File: config.mk
export PLATFORM = sky130hd
export DESIGN_NAME = pipeline_stall_ctrl_flat
export DESIGN_NICKNAME = d
export VERILOG_FILES = /design/src/rtl/pipeline_pkg.sv /design/src/rtl/pipeline_stall_ctrl_if.sv /design/src/rtl/stall_perf_counter.sv /design/src/rtl/pipeline_stall_ctrl.sv /design/src/flat_wrapper.sv
export SDC_FILE = /design/constraint.sdc
export NUM_CORES = 1
export LEC_CHECK = 0
export CORE_UTILIZATION = 39
export CTS_CLUSTER_DIAMETER = 120
export DETAILED_ROUTE_END_ITERATION = 7
export GPL_TIMING_DRIVEN = 0
export HOLD_SLACK_MARGIN = 0.05
export PLACE_DENSITY_LB_ADDON = 0.25
export SLEW_MARGIN = 20
export SYNTH_ARGS = -nofsm -noshare
export SYNTH_HDL_FRONTEND = slang
export SYNTH_HIERARCHICAL = 1
export SYNTH_SLANG_ARGS = --single-unit
File: constraint.sdc
create_clock -name clk_i -period 4 [get_ports clk_i]
set_input_delay 1.2 -clock clk_i [delete_from_list [all_inputs] [get_ports clk_i]]
set_output_delay 1.2 -clock clk_i [all_outputs]
set_load 0.03 [all_outputs]
File: src/rtl/pipeline_pkg.sv
// Shared types and constants for the pipeline hazard/stall control slice.
// Provides the stall FSM state, the per-stage control bundle and the RUN-mode priority rules.
package pipeline_pkg;

    localparam int REG_ADDR_W = 5;

    typedef enum logic {
        RUN      = 1'b0,
        MEM_WAIT = 1'b1
    } stall_state_t;

    // Bit order matches {StallF, StallD, StallE, StallM, FlushD, FlushE, FlushW}.
    typedef struct packed {
        logic stall_f;
        logic stall_d;
        logic stall_e;
        logic stall_m;
        logic flush_d;
        logic flush_e;
        logic flush_w;
    } ctrl_t;

    localparam ctrl_t CTRL_NONE     = ctrl_t'(7'b000_0000);
    localparam ctrl_t CTRL_MEMWAIT  = ctrl_t'(7'b111_1001);
    localparam ctrl_t CTRL_BRANCH   = ctrl_t'(7'b000_0110);
    localparam ctrl_t CTRL_LOADUSE  = ctrl_t'(7'b110_0010);

    function automatic logic is_load_use(
        input logic                  mem_read_e,
        input logic [REG_ADDR_W-1:0] rd_e,
        input logic [REG_ADDR_W-1:0] rs1_d,
        input logic [REG_ADDR_W-1:0] rs2_d
    );
        return mem_read_e && (rd_e != '0) && ((rd_e == rs1_d) || (rd_e == rs2_d));
    endfunction

    // Priority memwait > taken branch > load-use.
    function automatic ctrl_t run_ctrl(
        input logic memwait,
        input logic pc_src_e,
        input logic loaduse
    );
        if (memwait)       return CTRL_MEMWAIT;
        else if (pc_src_e) return CTRL_BRANCH;
        else if (loaduse)  return CTRL_LOADUSE;
        else               return CTRL_NONE;
    endfunction

endpackage

File: src/rtl/pipeline_stall_ctrl_if.sv
// Hazard inputs and stall/flush outputs exchanged between the pipeline and its stall controller.
// The pipeline side is the master; the controller is the slave.
interface pipeline_stall_ctrl_if #(
    parameter int CNT_W = 32
);
    import pipeline_pkg::*;

    logic [REG_ADDR_W-1:0] Rs1D_i;
    logic [REG_ADDR_W-1:0] Rs2D_i;
    logic [REG_ADDR_W-1:0] RdE_i;
    logic                  MemReadE_i;
    logic                  PCSrcE_i;
    logic                  MemReqM_i;
    logic                  MemAckM_i;

    logic                  StallF_o;
    logic                  StallD_o;
    logic                  StallE_o;
    logic                  StallM_o;
    logic                  FlushD_o;
    logic                  FlushE_o;
    logic                  FlushW_o;
    logic                  MemTimeout_o;
    logic [CNT_W-1:0]      StallCount_o;

    modport master (
        output Rs1D_i, Rs2D_i, RdE_i, MemReadE_i, PCSrcE_i, MemReqM_i, MemAckM_i,
        input  StallF_o, StallD_o, StallE_o, StallM_o,
        input  FlushD_o, FlushE_o, FlushW_o, MemTimeout_o, StallCount_o
    );

    modport slave (
        input  Rs1D_i, Rs2D_i, RdE_i, MemReadE_i, PCSrcE_i, MemReqM_i, MemAckM_i,
        output StallF_o, StallD_o, StallE_o, StallM_o,
        output FlushD_o, FlushE_o, FlushW_o, MemTimeout_o, StallCount_o
    );

endinterface

File: src/rtl/stall_perf_counter.sv
// Free-running performance counter: counts enabled cycles, wrapping modulo 2^CNT_W.
module stall_perf_counter #(
    parameter int CNT_W = 32
) (
    input  logic             clk_i,
    input  logic             rst_i,
    input  logic             en_i,
    output logic [CNT_W-1:0] count_o
);

    logic [CNT_W-1:0] count_q;
    logic [CNT_W-1:0] count_d;

    always_comb begin
        count_d = count_q;
        if (en_i) count_d = count_q + 1'b1;
    end

    // NOTE: sequential state uses non-blocking assignment so every flop samples pre-edge values.
    always_ff @(posedge clk_i or posedge rst_i) begin
        if (rst_i) count_q <= '0;
        else       count_q <= count_d;
    end

    assign count_o = count_q;

endmodule

File: src/rtl/pipeline_stall_ctrl.sv
// Stall/flush controller for the 5-stage pipeline: load-use, taken branch and data-memory wait,
// with a sticky memory-wait timeout and a stall-cycle performance counter.
module pipeline_stall_ctrl
    import pipeline_pkg::*;
#(
    parameter int TIMEOUT_CYCLES = 256,
    parameter int CNT_W          = 32
) (
    input  logic                  clk_i,
    input  logic                  rst_i,
    pipeline_stall_ctrl_if.slave  bus
);

    localparam int              WAIT_W    = $clog2(TIMEOUT_CYCLES);
    localparam logic [WAIT_W-1:0] WAIT_LAST = WAIT_W'(TIMEOUT_CYCLES - 1);

    logic         memwait;
    logic         loaduse;
    stall_state_t state_q, state_d;
    logic [WAIT_W-1:0] wait_cnt_q, wait_cnt_d;
    logic         timeout_q, timeout_d;
    ctrl_t        ctrl;

    assign memwait = bus.MemReqM_i & ~bus.MemAckM_i;
    assign loaduse = is_load_use(bus.MemReadE_i, bus.RdE_i, bus.Rs1D_i, bus.Rs2D_i);

    always_ff @(posedge clk_i or posedge rst_i) begin
        if (rst_i) state_q <= RUN;
        else       state_q <= state_d;
    end

    // Leaving MEM_WAIT happens on ack or when the request is withdrawn.
    always_comb begin
        state_d = state_q;
        case (state_q)
            RUN:      if (memwait) state_d = MEM_WAIT;
            MEM_WAIT: if (bus.MemAckM_i || !bus.MemReqM_i) state_d = RUN;
            default:  state_d = RUN;
        endcase
    end

    // NOTE: ctrl gets a default before the case so no path leaves it unassigned (no latch).
    always_comb begin
        ctrl = CTRL_NONE;
        if (!rst_i) begin
            case (state_q)
                RUN:      ctrl = run_ctrl(memwait, bus.PCSrcE_i, loaduse);
                MEM_WAIT: ctrl = memwait ? CTRL_MEMWAIT
                                         : run_ctrl(1'b0, bus.PCSrcE_i, loaduse);
                default:  ctrl = CTRL_NONE;
            endcase
        end
    end

    // Counts consecutive stalled memory cycles, saturating at the timeout threshold.
    always_comb begin
        wait_cnt_d = '0;
        timeout_d  = timeout_q;
        if (memwait) begin
            wait_cnt_d = (wait_cnt_q == WAIT_LAST) ? wait_cnt_q : wait_cnt_q + 1'b1;
            if (wait_cnt_q == WAIT_LAST) timeout_d = 1'b1;
        end
    end

    always_ff @(posedge clk_i or posedge rst_i) begin
        if (rst_i) begin
            wait_cnt_q <= '0;
            timeout_q  <= 1'b0;
        end else begin
            wait_cnt_q <= wait_cnt_d;
            timeout_q  <= timeout_d;
        end
    end

    stall_perf_counter #(
        .CNT_W (CNT_W)
    ) u_perf (
        .clk_i   (clk_i),
        .rst_i   (rst_i),
        .en_i    (ctrl.stall_f),
        .count_o (bus.StallCount_o)
    );

    assign bus.StallF_o     = ctrl.stall_f;
    assign bus.StallD_o     = ctrl.stall_d;
    assign bus.StallE_o     = ctrl.stall_e;
    assign bus.StallM_o     = ctrl.stall_m;
    assign bus.FlushD_o     = ctrl.flush_d;
    assign bus.FlushE_o     = ctrl.flush_e;
    assign bus.FlushW_o     = ctrl.flush_w;
    assign bus.MemTimeout_o = timeout_q;

endmodule

File: src/flat_wrapper.sv
// flat-port wrapper written by rule: the top's interface ports become plain ports
module pipeline_stall_ctrl_flat import pipeline_pkg::*;
#(
    parameter int TIMEOUT_CYCLES = 256,
    parameter int CNT_W          = 32
)
  (clk_i, rst_i, bus_Rs1D_i, bus_Rs2D_i, bus_RdE_i, bus_MemReadE_i, bus_PCSrcE_i, bus_MemReqM_i, bus_MemAckM_i, bus_StallF_o, bus_StallD_o, bus_StallE_o, bus_StallM_o, bus_FlushD_o, bus_FlushE_o, bus_FlushW_o, bus_MemTimeout_o, bus_StallCount_o);
  pipeline_stall_ctrl_if #(.CNT_W(CNT_W)) bus_i ();
  input  logic clk_i;
  input  logic rst_i;
  input wire logic [$bits(bus_i.Rs1D_i)-1:0] bus_Rs1D_i;
  input wire logic [$bits(bus_i.Rs2D_i)-1:0] bus_Rs2D_i;
  input wire logic [$bits(bus_i.RdE_i)-1:0] bus_RdE_i;
  input wire logic [$bits(bus_i.MemReadE_i)-1:0] bus_MemReadE_i;
  input wire logic [$bits(bus_i.PCSrcE_i)-1:0] bus_PCSrcE_i;
  input wire logic [$bits(bus_i.MemReqM_i)-1:0] bus_MemReqM_i;
  input wire logic [$bits(bus_i.MemAckM_i)-1:0] bus_MemAckM_i;
  output wire logic [$bits(bus_i.StallF_o)-1:0] bus_StallF_o;
  output wire logic [$bits(bus_i.StallD_o)-1:0] bus_StallD_o;
  output wire logic [$bits(bus_i.StallE_o)-1:0] bus_StallE_o;
  output wire logic [$bits(bus_i.StallM_o)-1:0] bus_StallM_o;
  output wire logic [$bits(bus_i.FlushD_o)-1:0] bus_FlushD_o;
  output wire logic [$bits(bus_i.FlushE_o)-1:0] bus_FlushE_o;
  output wire logic [$bits(bus_i.FlushW_o)-1:0] bus_FlushW_o;
  output wire logic [$bits(bus_i.MemTimeout_o)-1:0] bus_MemTimeout_o;
  output wire logic [$bits(bus_i.StallCount_o)-1:0] bus_StallCount_o;
  assign bus_i.Rs1D_i = bus_Rs1D_i;
  assign bus_i.Rs2D_i = bus_Rs2D_i;
  assign bus_i.RdE_i = bus_RdE_i;
  assign bus_i.MemReadE_i = bus_MemReadE_i;
  assign bus_i.PCSrcE_i = bus_PCSrcE_i;
  assign bus_i.MemReqM_i = bus_MemReqM_i;
  assign bus_i.MemAckM_i = bus_MemAckM_i;
  assign bus_StallF_o = bus_i.StallF_o;
  assign bus_StallD_o = bus_i.StallD_o;
  assign bus_StallE_o = bus_i.StallE_o;
  assign bus_StallM_o = bus_i.StallM_o;
  assign bus_FlushD_o = bus_i.FlushD_o;
  assign bus_FlushE_o = bus_i.FlushE_o;
  assign bus_FlushW_o = bus_i.FlushW_o;
  assign bus_MemTimeout_o = bus_i.MemTimeout_o;
  assign bus_StallCount_o = bus_i.StallCount_o;
  pipeline_stall_ctrl #(.TIMEOUT_CYCLES(TIMEOUT_CYCLES), .CNT_W(CNT_W)) u_core (.clk_i(clk_i), .rst_i(rst_i), .bus(bus_i));
endmodule
======== Word level (Yosys, flattened, before mapping) ========
Index checks and enable logic that the tools add are counted.
storage, ports and cells
  bits of input ports ..................... 21
  output and inout port bits .............. 40
  flip-flop bits (word level) ............. 41
cells by class
  reduce and logical (&&, ||, !) cells .... 5
  add/subtract/negate cells ............... 2
  equality and inequality tests ........... 4
  muxes and demuxes ....................... 6
  bitwise operators ....................... 2
operators by type and width
  kind                                           count
  adder 32 x 1 -> 32 bit, second input constant  1
  two-way mux 7 bit                              4
  two-way mux 8 bit                              2
  == test 5 bit                                  2
  adder 8 x 1 -> 8 bit, second input constant    1
  == test 8 bit, second input constant           1
  nonzero test 5 bit                             1
  logical AND 1 bit                              2
  != test 2 bit, second input constant           1
  AND reduction 2 bit                            1
  bitwise AND 1 bit                              1
  logical OR 1 bit                               1
  inverter 1 bit                                 1

======== Depth between registers and ports, before layout ========
Gate-level depths: netlist of the first run.
  word-level depth ........................ 7
  gate-level depth with buffers ........... 8
  gate-level depth less buffers ........... 8

======== Modules after synthesis ========
The synthesis of the first run kept the hierarchy.
modules (own cells, without submodules)
  module               area an instance (um^2)  cells each  times used
  stall_perf_counter   1510.2                   126         1
  pipeline_stall_ctrl  690.7                    74          1

======== Least setup slack after synthesis of the first run ========
Ideal clock, no wire load.
  path kind ............................... input to output
  from .................................... input port bus_RdE_i[3]
  to ...................................... output port bus_FlushE_o
  path slack .............................. 0.097 ns
  arrival ................................. 2.703 ns
  buffers on the path ..................... 0
  stages on the path ...................... 4
  cells stage by stage .................... xor2_1 > nor3_2 > a22oi_1 > o41ai_1
on the way
  longest elaborated chain between the ends .. 7
  elaborated cells between the ends (all ways) .. 10
ends and longest elaborated chain
  element                                                line                                           text
  from (decl)                                            flat_wrapper.sv:13                             input wire logic [$bits(bus_i.RdE_i)-1:0] bus_RdE_i;
  == test 5 bit or nonzero test 5 bit (tied branches)    pipeline_pkg.sv:34                             return mem_read_e && (rd_e != '0) && ((rd_e == rs1_d) || (rd_e == rs2_d));
  logical OR 1 bit or logical AND 1 bit (tied branches)  pipeline_pkg.sv:34
  logical AND 1 bit *                                    pipeline_pkg.sv:34
  two-way mux 7 bit *                                    pipeline_pkg.sv:45                             else if (loaduse) return CTRL_LOADUSE;
  two-way mux 7 bit *                                    pipeline_pkg.sv:44                             else if (pc_src_e) return CTRL_BRANCH;
  two-way mux 7 bit *                                    pipeline_pkg.sv:43, pipeline_stall_ctrl.sv:48
  two-way mux 7 bit *                                    pipeline_stall_ctrl.sv:45                      if (!rst_i) begin
  to (decl)                                              flat_wrapper.sv:23                             output wire logic [$bits(bus_i.FlushE_o)-1:0] bus_FlushE_o;
Mark *: on every way between the ends. The rest lies on a longest branch, timed or not.

======== Worst setup path after layout of the first run ========
  from .................................... input port bus_RdE_i[1]
  to ...................................... output port bus_StallF_o
on the way
  longest elaborated chain between the ends .. 7
  elaborated cells between the ends (all ways) .. 10
ends and longest elaborated chain
  element                                                line                                           text
  == test 5 bit or nonzero test 5 bit (tied branches)    pipeline_pkg.sv:34
  logical OR 1 bit or logical AND 1 bit (tied branches)  pipeline_pkg.sv:34
  logical AND 1 bit *                                    pipeline_pkg.sv:34
  two-way mux 7 bit *                                    pipeline_pkg.sv:45
  two-way mux 7 bit *                                    pipeline_pkg.sv:44
  two-way mux 7 bit *                                    pipeline_pkg.sv:43, pipeline_stall_ctrl.sv:48
  two-way mux 7 bit *                                    pipeline_stall_ctrl.sv:45
  to (decl)                                              flat_wrapper.sv:18                             output wire logic [$bits(bus_i.StallF_o)-1:0] bus_StallF_o;
Marked as above.

==> impl_metrics.env, run 1 <==
export IMPL_run_status="complete, no violations"
export IMPL_min_delay_start="u_core/u_perf/count_o[31]"
export IMPL_grt_usage_pct=16.26
export IMPL_reg2reg_depth=5
export IMPL_die_h_um=77.12
export IMPL_initial_utilization_pct=41.76
export IMPL_syn_avg_cell_area_um2=11.00
export IMPL_multiInputGateArea_um2=1139
export IMPL_clk_pin_slew_ns=0.08
export IMPL_die_area_um2=5947
export IMPL_fin_skew_ns=0.005205
export IMPL_rsz0062_at_grt="no"
export IMPL_r2r_end="u_core/u_perf/count_o[26]"
export IMPL_rows=26
export IMPL_crit_path_max_fanout=3
export IMPL_vias=1675
export IMPL_ys_flop_type="dfrtp_1"
export IMPL_fillers=457
export IMPL_diodes=0
export IMPL_netlist_area_leader_share_pct=46.62
export IMPL_dp_slack_ns=-0.8208
export IMPL_slew_headroom_pct=55.83
export IMPL_grt_max_degree=33
export IMPL_route_detailed_wl_per_inst_um=12.84
export IMPL_synthArstFlopShare_pct=100.0
export IMPL_r2r_start="u_core/u_perf/count_o[0]"
export IMPL_ys_top_cells_by_count="dfrtp_1 (41), xor2_1 (30), nand2_1 (15)"
export IMPL_cts_sinks=41
export IMPL_hpwl_um=3246
export IMPL_synth_distinct_cells=44
export IMPL_clockBufferDepth=2
export IMPL_synth_most_common_cell="dfrtp_1"
export IMPL_worst_slew_pin_slew_ns=0.6616
export IMPL_boundaryPins=61
export IMPL_seq_area_um2=1026
export IMPL_irDropWorstVdd_v=0.0001622
export IMPL_grt_pass1_wl_um=7762
export IMPL_ys_warn_count=6
export IMPL_hold_viol_final=0
export IMPL_synth_seq_cells=41
export IMPL_drive_gt1_share_pct=16.61
export IMPL_first_pass_iters=4
export IMPL_wl_um=4380
export IMPL_nets=293
export IMPL_portBuffers=60
export IMPL_maxCapViolations=0
export IMPL_min_path_type="reg -> reg"
export IMPL_cts_tree="built"
export IMPL_synth_area_um2=2201
export IMPL_synthTopCellsByArea="dfrtp_1 (47%), xor2_1 (12%), xnor2_1 (5.2%)"
export IMPL_min_to="u_core/u_perf/count_o[31]"
export IMPL_maxSlewViolCount=0
export IMPL_clk_latency_ns=0.29
export IMPL_grt_pass1_vias=1626
export IMPL_area_delta_synth_final_pct=38.60
export IMPL_syn_nets=223
export IMPL_fin_crit_ns=3.934
export IMPL_worstSetupPathType="in -> out"
export IMPL_post_route_period_util_pct=98.35
export IMPL_cellPowerDensity_nw_per_um2=329.7
export IMPL_fp_dieW_um=77.12
export IMPL_cts_root_buf="clkbuf_8"
export IMPL_h_tree_depth=2
export IMPL_synth_edf_count=0
export IMPL_ant_nets=0
export IMPL_gp_congestion=0.7992
export IMPL_endpoint_kind="output port"
export IMPL_cts_buffers=5
export IMPL_viasPerCell=4.912
export IMPL_max_freq_ghz=0.2542
export IMPL_grt_overflow=0
export IMPL_syn_inst=200
export IMPL_antenna_found_initial=0
export IMPL_reg2reg_slack_ns=2.33
export IMPL_cp_required_ns=2.80
export IMPL_hold_path_depth=1
export IMPL_drc_errors=0
export IMPL_whs_ns=0.4662
export IMPL_setup_ws_ns=0.06584
export IMPL_start_kind="input port"
export IMPL_ys_seq_area_share_pct=46.62
export IMPL_setup_viol=0
export IMPL_fin_util_pct=57.88
export IMPL_cp_arrival_ns=2.73
export IMPL_core_region_area_um2=5270
export IMPL_drt_iter0_drc=103
export IMPL_p_leak_nw=1.435
export IMPL_yosys_area_top_type="dfrtp_1"
-- kinds of logic after synthesis --
| logic type | share of synthesized area [%] |
|---|---|
| flops | 46.62 |
| mux | 0.5116 |
| fa+ha+maj | 1.137 |
| compound gates | 4.719 |
| buf+inv | 3.297 |
| xor+xnor | 17.11 |
| simple gates | 26.61 |
-- worst max path at each step --
stage	from	endpoint	slack, ns	cells after the start
2_1_floorplan	bus_RdE_i[3]	bus_FlushE_o	0.1	4
3_3_place_gp	bus_RdE_i[2]	bus_StallF_o	-0.85	7
3_5_place_dp	bus_RdE_i[1]	bus_StallF_o	-0.82	7
4_1_cts	bus_RdE_i[4]	bus_StallF_o	-0.04	7
5_1_grt	rst_i	bus_StallF_o	0.004	5
6_report	bus_RdE_i[1]	bus_StallF_o	0.07	7
-- worst max-delay path, stage by stage --
cell and delay [ns]:
dlygate4sd2_1 0.28, or4_1 0.54, o21ai_2 0.18, or3_4 0.15, o22ai_4 0.07, buf_4 0.14, buf_2 0.17
-- placed cells by master, fill, tap and decap left out, drive strengths merged, types with 2 or more instances in the layout --
master and n:
a21oi 2, nor4 6, nand2 15, clkbuf 5, dfrtp 41, nand4 6, inv 5, clkinvlp 2
dlymetal6s2s 2, clkdlybuf4s50 48, or3 3, xor2 30, o21ai 5, and2 4, xnor2 13, and4 6
nand3 13, nand2b 2, a31oi 2, and3 6, nor3 10, ha 2, buf 12, dlygate4sd2 7
nor2 11
-- per-layer routing --
layer,track usage (%),part of all wire [%],vias up
li1,-,-,835
met1,21.19,47,800
met2,26.64,48,35
met3,2.976,3.3,5
met4,6.226,1.1,0
met5,0,0,-
-- final cells by class --
type,instances,share of cell area [%]
multi-input cells,147,37.33
repair buffers,63,19.89
clock buffers,5,2.256
well taps,70,2.871
flip-flops and latches,41,33.63
plain buffers,6,1.641
inverters,6,0.8614
clock inverters,3,1.518
-- report_power, final --
part	internal (W)	switching [W]
clock	0.000187	0.000145
sequential	0.000440	0.0000315
combinational	0.0000945	0.000108
total	0.000721	0.000285
-- registers in the layout, indices dropped and copies added (netlist names) --
| register | count |
|---|---|
| u_core/u_perf/count_o | 32 |
| u_core/wait_cnt_q | 8 |
| u_core/bus.MemTimeout_o | 1 |
-- metrics by stage --
| step | instance area [um2] | power, W | setup TNS (ns) | std cells |
|---|---|---|---|---|
| after floorplan | 2201 | 0.0005862 | 0 | 200 |
| after global placement | 2889 | 0.0006796 | -2.456 | 330 |
| after detailed placement | 2889 | 0.0006802 | -2.458 | 330 |
| after CTS | 3018 | 0.001020 | -0.03743 | 339 |
| after global routing | 3050 | 0.001060 | 0 | 341 |
| final | 3050 | 0.001006 | 0 | 341 |
-- repair_timing --
item,CTS,global route
endpoints found under the hold margin,0,0
pin swaps,0,5
hold buffers,0,0
buffers inserted,1,2
endpoints found under the setup margin,7,3
gates resized for setup,29,4
Note: power is estimated with default switching activity, not from simulation.
==> run 2, diff against run 1 <==
--- a/config.mk
+++ b/config.mk
@@ -5,12 +5,13 @@
 export SDC_FILE = /design/constraint.sdc
 export NUM_CORES = 1
 export LEC_CHECK = 0
+export CORE_MARGIN = 2
 export CORE_UTILIZATION = 39
 export CTS_CLUSTER_DIAMETER = 120
 export DETAILED_ROUTE_END_ITERATION = 7
 export GPL_TIMING_DRIVEN = 0
 export HOLD_SLACK_MARGIN = 0.05
-export PLACE_DENSITY_LB_ADDON = 0.25
+export PLACE_DENSITY = 0.67
 export SLEW_MARGIN = 20
 export SYNTH_ARGS = -nofsm -noshare
 export SYNTH_HDL_FRONTEND = slang
==> run 2 against run 1 <==
Sequential cell count unchanged. Sequential share of layout area is 0.18 points lower. Global-route usage shrank 0.83 points. Setup slack better by 0.011 ns. Sequential power is essentially flat.
==> impl_metrics.env, run 2 (same netlist as run 1, synthesis figures left out) <==
export IMPL_r2r_end="u_core/u_perf/count_o[26]"
export IMPL_worstSetupPathType="in -> out"
export IMPL_cp_buffers_inverters=3
export IMPL_antenna_found_initial=0
export IMPL_grt_pass1_vias=1647
export IMPL_worst_path_stages=5
export IMPL_diodes=0
export IMPL_fp_dieW_um=79.12
export IMPL_cp_arrival_ns=2.72
export IMPL_run_status="complete, no violations"
export IMPL_clk_latency_ns=0.29
export IMPL_max_freq_ghz=0.2549
export IMPL_cts_buffers=5
export IMPL_wl_um=4373
export IMPL_maxCapViolations=0
export IMPL_maxSlewViolCount=0
export IMPL_hold_path_depth=1
export IMPL_critPathTopFamily="buffers and inverters"
export IMPL_vias=1682
export IMPL_largest_reg_flops=32
export IMPL_area_delta_synth_final_pct=39.34
export IMPL_rows=27
export IMPL_cts_tree="built"
export IMPL_rsz0062_at_grt="no"
export IMPL_route_detailed_wl_per_inst_um=12.68
export IMPL_crit_path_max_fanout=6
export IMPL_grt_pass1_wl_um=7555
export IMPL_viasPerCell=4.875
export IMPL_endpoint_kind="output port"
export IMPL_grt_usage_pct=15.43
export IMPL_drc_errors=0
export IMPL_hpwl_um=3248
export IMPL_reg2reg_depth=5
export IMPL_nets=295
export IMPL_fin_skew_ns=0.009778
export IMPL_endpoint="bus_StallF_o"
export IMPL_portBuffers=60
export IMPL_worstPathCellList="clkdlybuf4s50_1 > or3_4 > o22ai_4 > buf_4 > buf_4"
export IMPL_hold_viol_final=0
export IMPL_critPathMaxStageDelay_ns=0.57
export IMPL_boundaryPins=61
export IMPL_initial_utilization_pct=40.21
export IMPL_clockBufferDepth=2
export IMPL_fin_util_pct=56.04
export IMPL_setup_viol=0
export IMPL_drt_iter0_drc=105
export IMPL_cp_required_ns=2.80
export IMPL_clk_pin_slew_ns=0.08
export IMPL_die_h_um=79.12
export IMPL_setup_tns_ns=0
export IMPL_die_area_um2=6260
export IMPL_crit_top_cell="buf_4"
export IMPL_h_tree_depth=2
export IMPL_grt_max_degree=33
export IMPL_slew_headroom_pct=55.11
export IMPL_gp_congestion=0.7684
export IMPL_fin_crit_ns=3.923
export IMPL_reg2reg_slack_ns=2.30
export IMPL_irDropWorstVdd_v=0.0004477
export IMPL_p_leak_nw=1.445
export IMPL_min_path_type="reg -> reg"
export IMPL_cellPowerDensity_nw_per_um2=332.3
export IMPL_post_route_period_util_pct=98.08
export IMPL_cts_root_buf="clkbuf_8"
export IMPL_grt_overflow=0
export IMPL_start_kind="input port"
export IMPL_first_pass_iters=4
export IMPL_cts_sinks=41
export IMPL_final_common_cell="clkdlybuf4s50_1"
export IMPL_critPathLaunch="rst_i"
export IMPL_core_region_area_um2=5473
export IMPL_r2r_start="u_core/u_perf/count_o[0]"
export IMPL_drive_gt1_share_pct=16.48
export IMPL_slowest_stage="clkdlybuf4s50_1"
export IMPL_layout_common_cells="clkdlybuf4s50_1 (48), dfrtp_1 (41), xor2_1 (30)"
export IMPL_ant_nets=0
export IMPL_worst_slew_pin_slew_ns=0.6724
==> run 2: cell types whose count changed in the layout (fill, tap and decap cells not counted), sizes merged <==
| cell | change |
|---|---|
| buf | +2 |
| clkinv | -1 |
| clkbuf | +2 |
| clkinvlp | -1 |
==> run 2: worst min-delay path by stage <==
stage                                          from                   endpoint  slack [ns]
after global placement      u_core/bus.MemTimeout_o    u_core/bus.MemTimeout_o        0.45
after detailed placement  u_core/u_perf/count_o[31]  u_core/u_perf/count_o[31]        0.46
after CTS                 u_core/u_perf/count_o[31]  u_core/u_perf/count_o[31]        0.47
final                     u_core/u_perf/count_o[31]  u_core/u_perf/count_o[31]        0.47
after floorplan                u_core/wait_cnt_q[1]       u_core/wait_cnt_q[1]        0.49
after global routing      u_core/u_perf/count_o[31]  u_core/u_perf/count_o[31]        0.48
==> run 2: cell type report <==
type                       count  area (um2)
buffer                         6       50.05
clock buffer                   7       86.33
clock inverter                 1       30.03
fill                         497        2406
inverter                       6       26.28
multi-input combinational    147        1131
sequential                    41        1026
tap                           72       90.09
timing repair buffer          65       626.9
==> run 2: metal layers <==
metal	track usage, %	routed length, um	up-vias
met5	0	0	-
met4	5.690	40	0
met3	4.773	297	2
met2	23.39	2020	52
met1	20.74	2014	782
li1	-	-	846
==> run 2: report_power, final <==
part           switching [W]  internal (W)  total (W)
Clock               0.000137      0.000203   0.000340
Sequential         0.0000338      0.000440   0.000474
Combinational       0.000109     0.0000959   0.000205
==> run 2: through the flow <==
step | std cells | cell area (um2) | setup WS (ns) | total power [W] | hold slack, ns
final | 345 | 3067 | 0.07680 | 0.001019 | 0.4694
after global routing | 345 | 3067 | 0.01498 | 0.001072 | 0.4839
after CTS | 341 | 3022 | -0.05518 | 0.001031 | 0.4724
after detailed placement | 332 | 2892 | -0.8507 | 0.0006834 | 0.4571
after global placement | 332 | 2892 | -0.8291 | 0.0006817 | 0.4493
after floorplan | 200 | 2201 | 0.09745 | 0.0005862 | 0.4879
==> run 2: timing repair <==
action	CTS	global route
endpoints found under the setup margin	7	3
setup buffers	1	4
hold buffers	0	0
pin swaps	0	1
resized for setup	29	5
gates cloned	0	0
